### src/rtl/sdram_port_arbiter.sv
// Serialises three toggle-handshake clients (loader, CPU, VDP/GROM) onto one SDRAM controller port.
// Fixed priority C0 > C1 > C2 by default; define SDRAM_ARB_RR_EN for round-robin selection.
module sdram_port_arbiter #(
  parameter int AW = 24,
  parameter int DW = 16
) (
  input  logic          clk,
  input  logic          reset,
  input  logic          c0_req,
  output logic          c0_ack,
  input  logic          c0_we,
  input  logic [AW:1]   c0_a,
  input  logic [1:0]    c0_ds,
  input  logic [DW-1:0] c0_d,
  output logic [DW-1:0] c0_q,
  input  logic          c1_req,
  output logic          c1_ack,
  input  logic          c1_we,
  input  logic [AW:1]   c1_a,
  input  logic [1:0]    c1_ds,
  input  logic [DW-1:0] c1_d,
  output logic [DW-1:0] c1_q,
  input  logic          c2_req,
  output logic          c2_ack,
  input  logic          c2_we,
  input  logic [AW:1]   c2_a,
  input  logic [1:0]    c2_ds,
  input  logic [DW-1:0] c2_d,
  output logic [DW-1:0] c2_q,
  output logic          mem_req,
  input  logic          mem_ack,
  output logic          mem_we,
  output logic [AW:1]   mem_a,
  output logic [1:0]    mem_ds,
  output logic [DW-1:0] mem_d,
  input  logic [DW-1:0] mem_q,
  output logic [2:0]    gnt
);

  typedef enum logic {IDLE, WAIT} state_t;

  state_t        state;
  logic [2:0]    req_v, we_v, pend, ack_r;
  logic [AW:1]   a_v  [3];
  logic [1:0]    ds_v [3];
  logic [DW-1:0] d_v  [3];
  logic [DW-1:0] q_r  [3];
  logic [1:0]    sel, owner, start;
  logic          reqval;

  // First pending client found walking upward from s, wrapping 2 -> 0.
  function automatic logic [1:0] first_pending(input logic [2:0] p, input logic [1:0] s);
    logic [1:0] c;
    logic [1:0] res;
    logic       found;
    c     = s;
    res   = s;
    found = 1'b0;
    for (int unsigned k = 0; k < 3; k++) begin
      if (!found && p[c]) begin
        found = 1'b1;
        res   = c;
      end
      c = (c == 2'd2) ? 2'd0 : c + 2'd1;
    end
    return res;
  endfunction

  always_comb begin
    req_v   = {c2_req, c1_req, c0_req};
    we_v    = {c2_we, c1_we, c0_we};
    a_v[0]  = c0_a;
    a_v[1]  = c1_a;
    a_v[2]  = c2_a;
    ds_v[0] = c0_ds;
    ds_v[1] = c1_ds;
    ds_v[2] = c2_ds;
    d_v[0]  = c0_d;
    d_v[1]  = c1_d;
    d_v[2]  = c2_d;
  end

  assign pend = req_v ^ ack_r;

`ifdef SDRAM_ARB_RR_EN
  logic [1:0] rr;
  assign start = (rr == 2'd2) ? 2'd0 : rr + 2'd1;
`else
  assign start = 2'd0;
`endif

  assign sel = first_pending(pend, start);

  assign c0_ack = ack_r[0];
  assign c1_ack = ack_r[1];
  assign c2_ack = ack_r[2];
  assign c0_q   = q_r[0];
  assign c1_q   = q_r[1];
  assign c2_q   = q_r[2];

  always_ff @(posedge clk or posedge reset) begin
    if (reset) begin
      state   <= IDLE;
      mem_req <= 1'b0;
      mem_we  <= 1'b0;
      mem_a   <= '0;
      mem_ds  <= '0;
      mem_d   <= '0;
      ack_r   <= '0;
      q_r[0]  <= '0;
      q_r[1]  <= '0;
      q_r[2]  <= '0;
      gnt     <= '0;
      owner   <= '0;
      reqval  <= 1'b0;
`ifdef SDRAM_ARB_RR_EN
      rr      <= 2'd2;
`endif
    end else begin
      case (state)
        IDLE: begin
          // Memory must be idle too: after a lone arbiter reset the controller may still owe an ack.
          if ((mem_req == mem_ack) && (|pend)) begin
            mem_we  <= we_v[sel];
            mem_a   <= a_v[sel];
            mem_ds  <= ds_v[sel];
            mem_d   <= d_v[sel];
            reqval  <= req_v[sel];
            owner   <= sel;
            gnt     <= 3'b001 << sel;
            mem_req <= ~mem_req;
            state   <= WAIT;
`ifdef SDRAM_ARB_RR_EN
            rr      <= sel;
`endif
          end
        end
        WAIT: begin
          if (mem_ack == mem_req) begin
            if (!mem_we) q_r[owner] <= mem_q;
            ack_r[owner] <= reqval;
            gnt          <= '0;
            state        <= IDLE;
          end
        end
        default: state <= IDLE;
      endcase
    end
  end

endmodule

### config.mk
export PLATFORM = sky130hd
export DESIGN_NAME = sdram_port_arbiter
export DESIGN_NICKNAME = d
export VERILOG_FILES = /design/src/rtl/sdram_port_arbiter.sv
export SDC_FILE = /design/constraint.sdc
export NUM_CORES = 1
export LEC_CHECK = 0
export ABC_AREA = 1
export BUFFER_PORTS_ARGS = -buffer_cell sky130_fd_sc_hd__buf_4
export CAP_MARGIN = 20
export CORE_ASPECT_RATIO = 0.5
export CORE_MARGIN = 4
export CORE_UTILIZATION = 41
export CTS_BUF_LIST = sky130_fd_sc_hd__clkbuf_4
export DETAILED_ROUTE_END_ITERATION = 7
export PLACE_DENSITY = 0.79
export SETUP_SLACK_MARGIN = 0.02
export SLEW_MARGIN = 20
export SYNTH_ARGS = -nofsm -noshare
export SYNTH_HDL_FRONTEND = slang
export SYNTH_SLANG_ARGS = --single-unit
### constraint.sdc
create_clock -name clk -period 3.9 [get_ports clk]
set_input_delay 1.17 -clock clk [delete_from_list [all_inputs] [get_ports clk]]
set_output_delay 1.17 -clock clk [all_outputs]
set_load 0.005 [all_outputs]
# Word level (Yosys, flattened, before mapping)
# Index checks and enable logic that the tools add are counted.
dict set report totals {
  reg_bits 102
  latchBits 0
  mem_bits_rw 0
  mem_bits_ro 0
  inputBits 151
  output_inout_bits 98
  wordCells 71
  mem_count 0
}
dict set report classes {
  addsub 0
  multipliers 0
  div_mod_pow 0
  n_lt_le_gt_ge 6
  n_eq_ne 4
  shifts 1
  muxes 29
  n_bitwise 6
  reduce_logical 12
}
# operator n
set ops {}
lappend ops {{$bmux 24 s2} 1}
lappend ops {{$bwmux 48} 1}
lappend ops {{$mux 16} 3}
lappend ops {{$mux 24} 2}
lappend ops {{$bmux 16 s2} 1}
lappend ops {{$demux 16 s2} 1}
lappend ops {{$mux 1} 8}
lappend ops {{$ge 3x3->1 const B} 2}
lappend ops {{$lt 2x3->1 const B} 2}
lappend ops {{$mux 2} 3}
lappend ops {{$mux 3} 2}
lappend ops {{$not 2->3} 2}
lappend ops {{$pmux 3 s2} 1}
lappend ops {{$reduce_and 2->1} 3}
lappend ops {{$logic_and 1x1->1} 5}
lappend ops {{$bmux 1 s2} 2}
lappend ops {{$bmux 2 s2} 1}
lappend ops {{$bwmux 3} 1}
lappend ops {{$lt 3x1->1 const B} 1}
lappend ops {{$not 1->1} 3}
lappend ops {{$reduce_and 3->1} 1}
lappend ops {{$reduce_or 3->1} 1}
lappend ops {{$shl 1x2->3 const A} 1}
lappend ops {{$xor 3x3->3} 1}
lappend ops {{other kinds (7)} 9}

# Longest topological paths before layout
dict set report depth {
  ltp_word 12
  ltp_mapped 10
  depth_no_buf 9
}

# Least setup slack after synthesis
# OpenSTA, ideal clock, no wires.
dict set report synth_timing {
  path_type {input port to flip-flop}
  start {input port c0_req}
  end {register mem_a[21] (netlist name)}
  setup_time_ns 0.116
  arrival_time_ns 2.059
  required_time_ns 3.784
  path_slack_ns 1.724
  cell_stages 10
  n_path_buf 2
  path_cell_list {inv_1 nand2_1 nand2_1 buf_2 buf_2 nand3_1 nand3_1 nand2_1 nand2_1 nand2_1}
}
dict set report synth_via {
  elab_chain_cells 12
  word_cells_on_any_way 16
  cone_classes {mux: 7; bitwise: 2; reduce/logical: 7}
}
# element line_no
set synth_rtl {}
lappend synth_rtl {{start: declaration} 9} ;# input logic c0_req,
lappend synth_rtl {{$xor 3x3->3 *} 83} ;# assign pend = req_v ^ ack_r;
lappend synth_rtl {{$mux 1} 60} ;# if (!found && p[c]) begin
lappend synth_rtl {{$logic_not 1->1} 60}
lappend synth_rtl {{$logic_and 1x1->1} 60}
lappend synth_rtl {{$mux 1} 60}
lappend synth_rtl {{$logic_not 1->1} 60}
lappend synth_rtl {{$logic_and 1x1->1} 60}
lappend synth_rtl {{$mux 2} 60}
lappend synth_rtl {{$not 2->3 (not written as such)} 125} ;# mem_a <= a_v[sel];
lappend synth_rtl {{$bmux 24 s2} 125}
lappend synth_rtl {{$mux 24 (not written as such) (2 in series)} 125}
lappend synth_rtl {{end signal: assignment} 125}
lappend synth_rtl {{end: declaration} 33} ;# output logic [AW:1] mem_a,
# Every way passes the cells marked *; elsewhere a longest branch is shown, timed or not. The select of a mux whose other input is x is not followed.
# A chain may end at the register's enable or synchronous reset.

# Final worst setup path
dict set report layout_timing {
  start {input port c0_req}
  end {register mem_a[13] (netlist name)}
}
# The elaborated chain is that of the path after synthesis.

==> metrics.csv <==
stage;metric;value;unit
logic_synthesis;ys async rst share;100.0;%
flow_run;MaxCap Viol Count;0;
grt;GR peak layer;met2;
setup_path;crit path max-delay cell type;nand2_2;
setup_path;number of buffers and inverters on the critical path;2;
sta;Final Skew;0.02438;ns
sta;Min Hold Slack;0.5038;ns
route;Detailed Route Iter0 Violations;406;
logic_synthesis;flops & latches, synth;102;
cts;TritonCTS Buffers;9;
min_path;HP Class;reg2reg;
sta;Setup TNS Final;0;ns
die;# rows;29;
sta;Final Max Tran Viols;0;
route;ANT nets after route;0;
place;post-place setup slack;0.8400;ns
place;DP Wirelength;12250;µm
power;reported leakage power;4.506;nW
sta;final period utilization;66.74;%
die;Die Span X;171.3;µm
sta;Fin. Hold Viols;0;
logic_synthesis;Primary FF master, synth;dfrtp_1;
setup_path;cell mode on critical path;nand2_1;
die;Core Footprint;12840;µm²
setup_path;worst stage delay on the critical path;0.64;ns
logic_synthesis;share of the synthesized area in the top cell type;46.67;%
setup_path;CP top delay family;simple AND/OR/NAND/NOR gates;
setup_path;arrival time of the worst setup path;3.01;ns
setup_path;crit-path cells;buf_4 > inv_1 > nand2_1 > nand2_2 > nand2_2 > nand2_1 > nand3_1 > nand2_1 > nand2_1 > nand2_1;
cts;PostCTS Resize Cnt;0;
setup_path;Startpoint Class;input port;
cts;hold buffer count at cts;0;
route;Via density;4.902;
power;power density cells;662.8;nW/µm²
logic_synthesis;top post-synthesis cells by area;dfrtp_1, nand2_1, nand3_1;
setup_path;Setup crit end kind;flop;
die;die height;89.67;µm
place;GP Congestion;0.8188;
grt;GRT overflow;0;
logic_synthesis;Post-Syn Area;5469;µm²
logic_synthesis;Yosys cell types;22;
logic_synthesis;yosys warns;0;
logic_synthesis;Mapped Cells;790;
logic_synthesis;EDFF count, synth;0;
power;power after layout;4.970;mW
setup_path;Critical Path RT;4.31;ns
grt;met1 Use GR;27.68;%
cts;Root Buffer;clkbuf_4;
layout;fin nets;1165;
power;worst vdd ir;0.0003307;V
layout;Antenna Diode Count;0;
route;drt total wl;17190;µm
die;die area;15360;µm²
logic_synthesis;top post-synthesis cells by count;nand2_1, dfrtp_1, inv_1;
grt;largest net degree at the start of global routing;64;
route;first drt pass iteration count;5;
grt;grt met2 use;37.50;%
sta;worst setup margin;1.297;ns
cts;clock slew at reported path FFs;0.16;ns
cts;clock sinks;102;
sta;worst slew pin tran;0.8624;ns
cts;setup bufs post-CTS;0;
grt;vias in the first global route;5394;
cts;# H-tree levels;3;
setup_path;CP max FO;44;
cts;clock latency on the worst-skew pair;0.48;ns
die;num ports;249;
sta;Max Fclk;384.2;MHz
grt;antenna violations before repair;0;
cts;clock tree buffer depth;2;
logic_synthesis;Seq/Total Area, Yosys;46.67;%
grt;first-pass GRT wire length;26850;µm
sta;relative slew slack;42.30;%
layout;Layout area overhead;37.11;%
logic_synthesis;syn_nets;941;
die;Initial Utilization;42.58;%
cts;CTS tree;built;
place;I/O Buffers;248;
status;status;completed;
sta;Setup Viol. Count Final;0;
sta;RSZ-0062 raised after global routing;false;
route;vias;5828;
route;Routed WL per cell;14.46;µm
sta;minimum clock period;2.603;ns
setup_path;crit path kind;in2reg;
grt;GRT Util Overall;21.56;%
layout;layout cells sized above 1;28.16;%
grt;GR met3 Demand/Resource;4.416;%
logic_synthesis;cell with the most instances after synthesis;nand2_1;
logic_synthesis;Mean Syn Cell Area;6.923;µm²
logic_synthesis;Yosys top cell by area;dfrtp_1;
route;drt drc;0;
-- power by group --
group	internal (mW)	total, mW	switching [mW]
registers	1.54	1.83	0.291
clock network	0.157	0.551	0.394
logic	1.11	2.59	1.48
total	2.81	4.97	2.16
-- worst reg2reg max path: stages (launching register included) --
cell and delay (ns):
dfrtp_1 0.47, inv_1 0.08, nand2_1 0.05, nand2_2 0.40
nand2_2 0.64, nand2_1 0.26, nand3_1 0.09, nand2_1 0.09
nand2_1 0.05, nand2_1 0.09
-- area by class of cell --
cell class	instances	area [µm²]
fill	1232	5346
timing repair buffer	255	1914
tap	170	212.7
inverter	101	381.6
clock inverter	6	62.56
sequential	102	2552
clock buffer	10	75.07
multi-input combinational	545	2300
-- placed cells by master, fill, tap and decap left out --
master	instances
nand2_1	379
buf_4	255
dfrtp_1	102
inv_1	97
nand3_1	92
o21ai_0	50
clkbuf_4	10
nand2_2	6
o21ai_1	4
inv_2	3
nor2_1	3
nor2_4	3
inv_6	3
nand3_2	2
nand4_1	2
xor2_1	1
nor2_2	1
inv_4	1
nand3b_1	1
xnor2_1	1
clkinv_4	1
inv_8	1
clkinv_8	1
-- per-stage QoR --
step / util, % / area (µm²) / std cells
floorplan: - / 5469 / 790
global placement: 57.31 / 7361 / 1173
detailed placement: 57.31 / 7361 / 1173
CTS: 58.38 / 7498 / 1189
global route: 58.38 / 7498 / 1189
finish: 58.38 / 7498 / 1189
-- sequential cells by signal, indices dropped and copies added, names as in the netlist --
signal   count
c1_q        16
reqval       1
mem_d       16
mem_ds       2
gnt          3
mem_a       24
owner        2
mem_req      1
c0_q        16
mem_we       1
state        1
ack_r        3
c2_q        16
-- metal layers --
metal  wire length, µm  part of all wire [%]  up-vias
li1                  -                     -     2848
met1              7223                    42     2737
met2              8529                    50      207
met3              1000                   5.8       36
met4               437                   2.5        0
met5                 0                     0        -
-- path summary, 6_finish.rpt --
| kind | slack (ns) | startpoint | cells after the start | to |
|---|---|---|---|---|
| max in group asynchronous | 2.28 | reset | 3 | mem_a[7]$_DFFE_PP0P_ |
| max reg2reg | 1.64 | ack_r[0]$_DFFE_PP0P_ | 9 | mem_a[13]$_DFFE_PP0P_ |
| min in group asynchronous | 0.81 | reset | 2 | c0_q[11]$_DFFE_PP0P_ |
| min | 0.50 | mem_a[15]$_DFFE_PP0P_ | 2 | mem_a[15]$_DFFE_PP0P_ |
| max | 1.30 | c0_req | 10 | mem_a[13]$_DFFE_PP0P_ |
| min reg2reg | 0.50 | mem_a[15]$_DFFE_PP0P_ | 2 | mem_a[15]$_DFFE_PP0P_ |
-- kinds of logic (layout without fill, tap and decap cells) --
logic type             after synthesis  count (layout)  synth area share [%]
AND/OR/NAND/NOR                    489             489                 36.74
AO/OA/AOI/OAI                       54              54                 4.942
XOR/XNOR                             2               2                0.3204
buffers and inverters              143             372                 11.32
flip-flops                         102             102                 46.67
(Power assumes the default switching activity.)
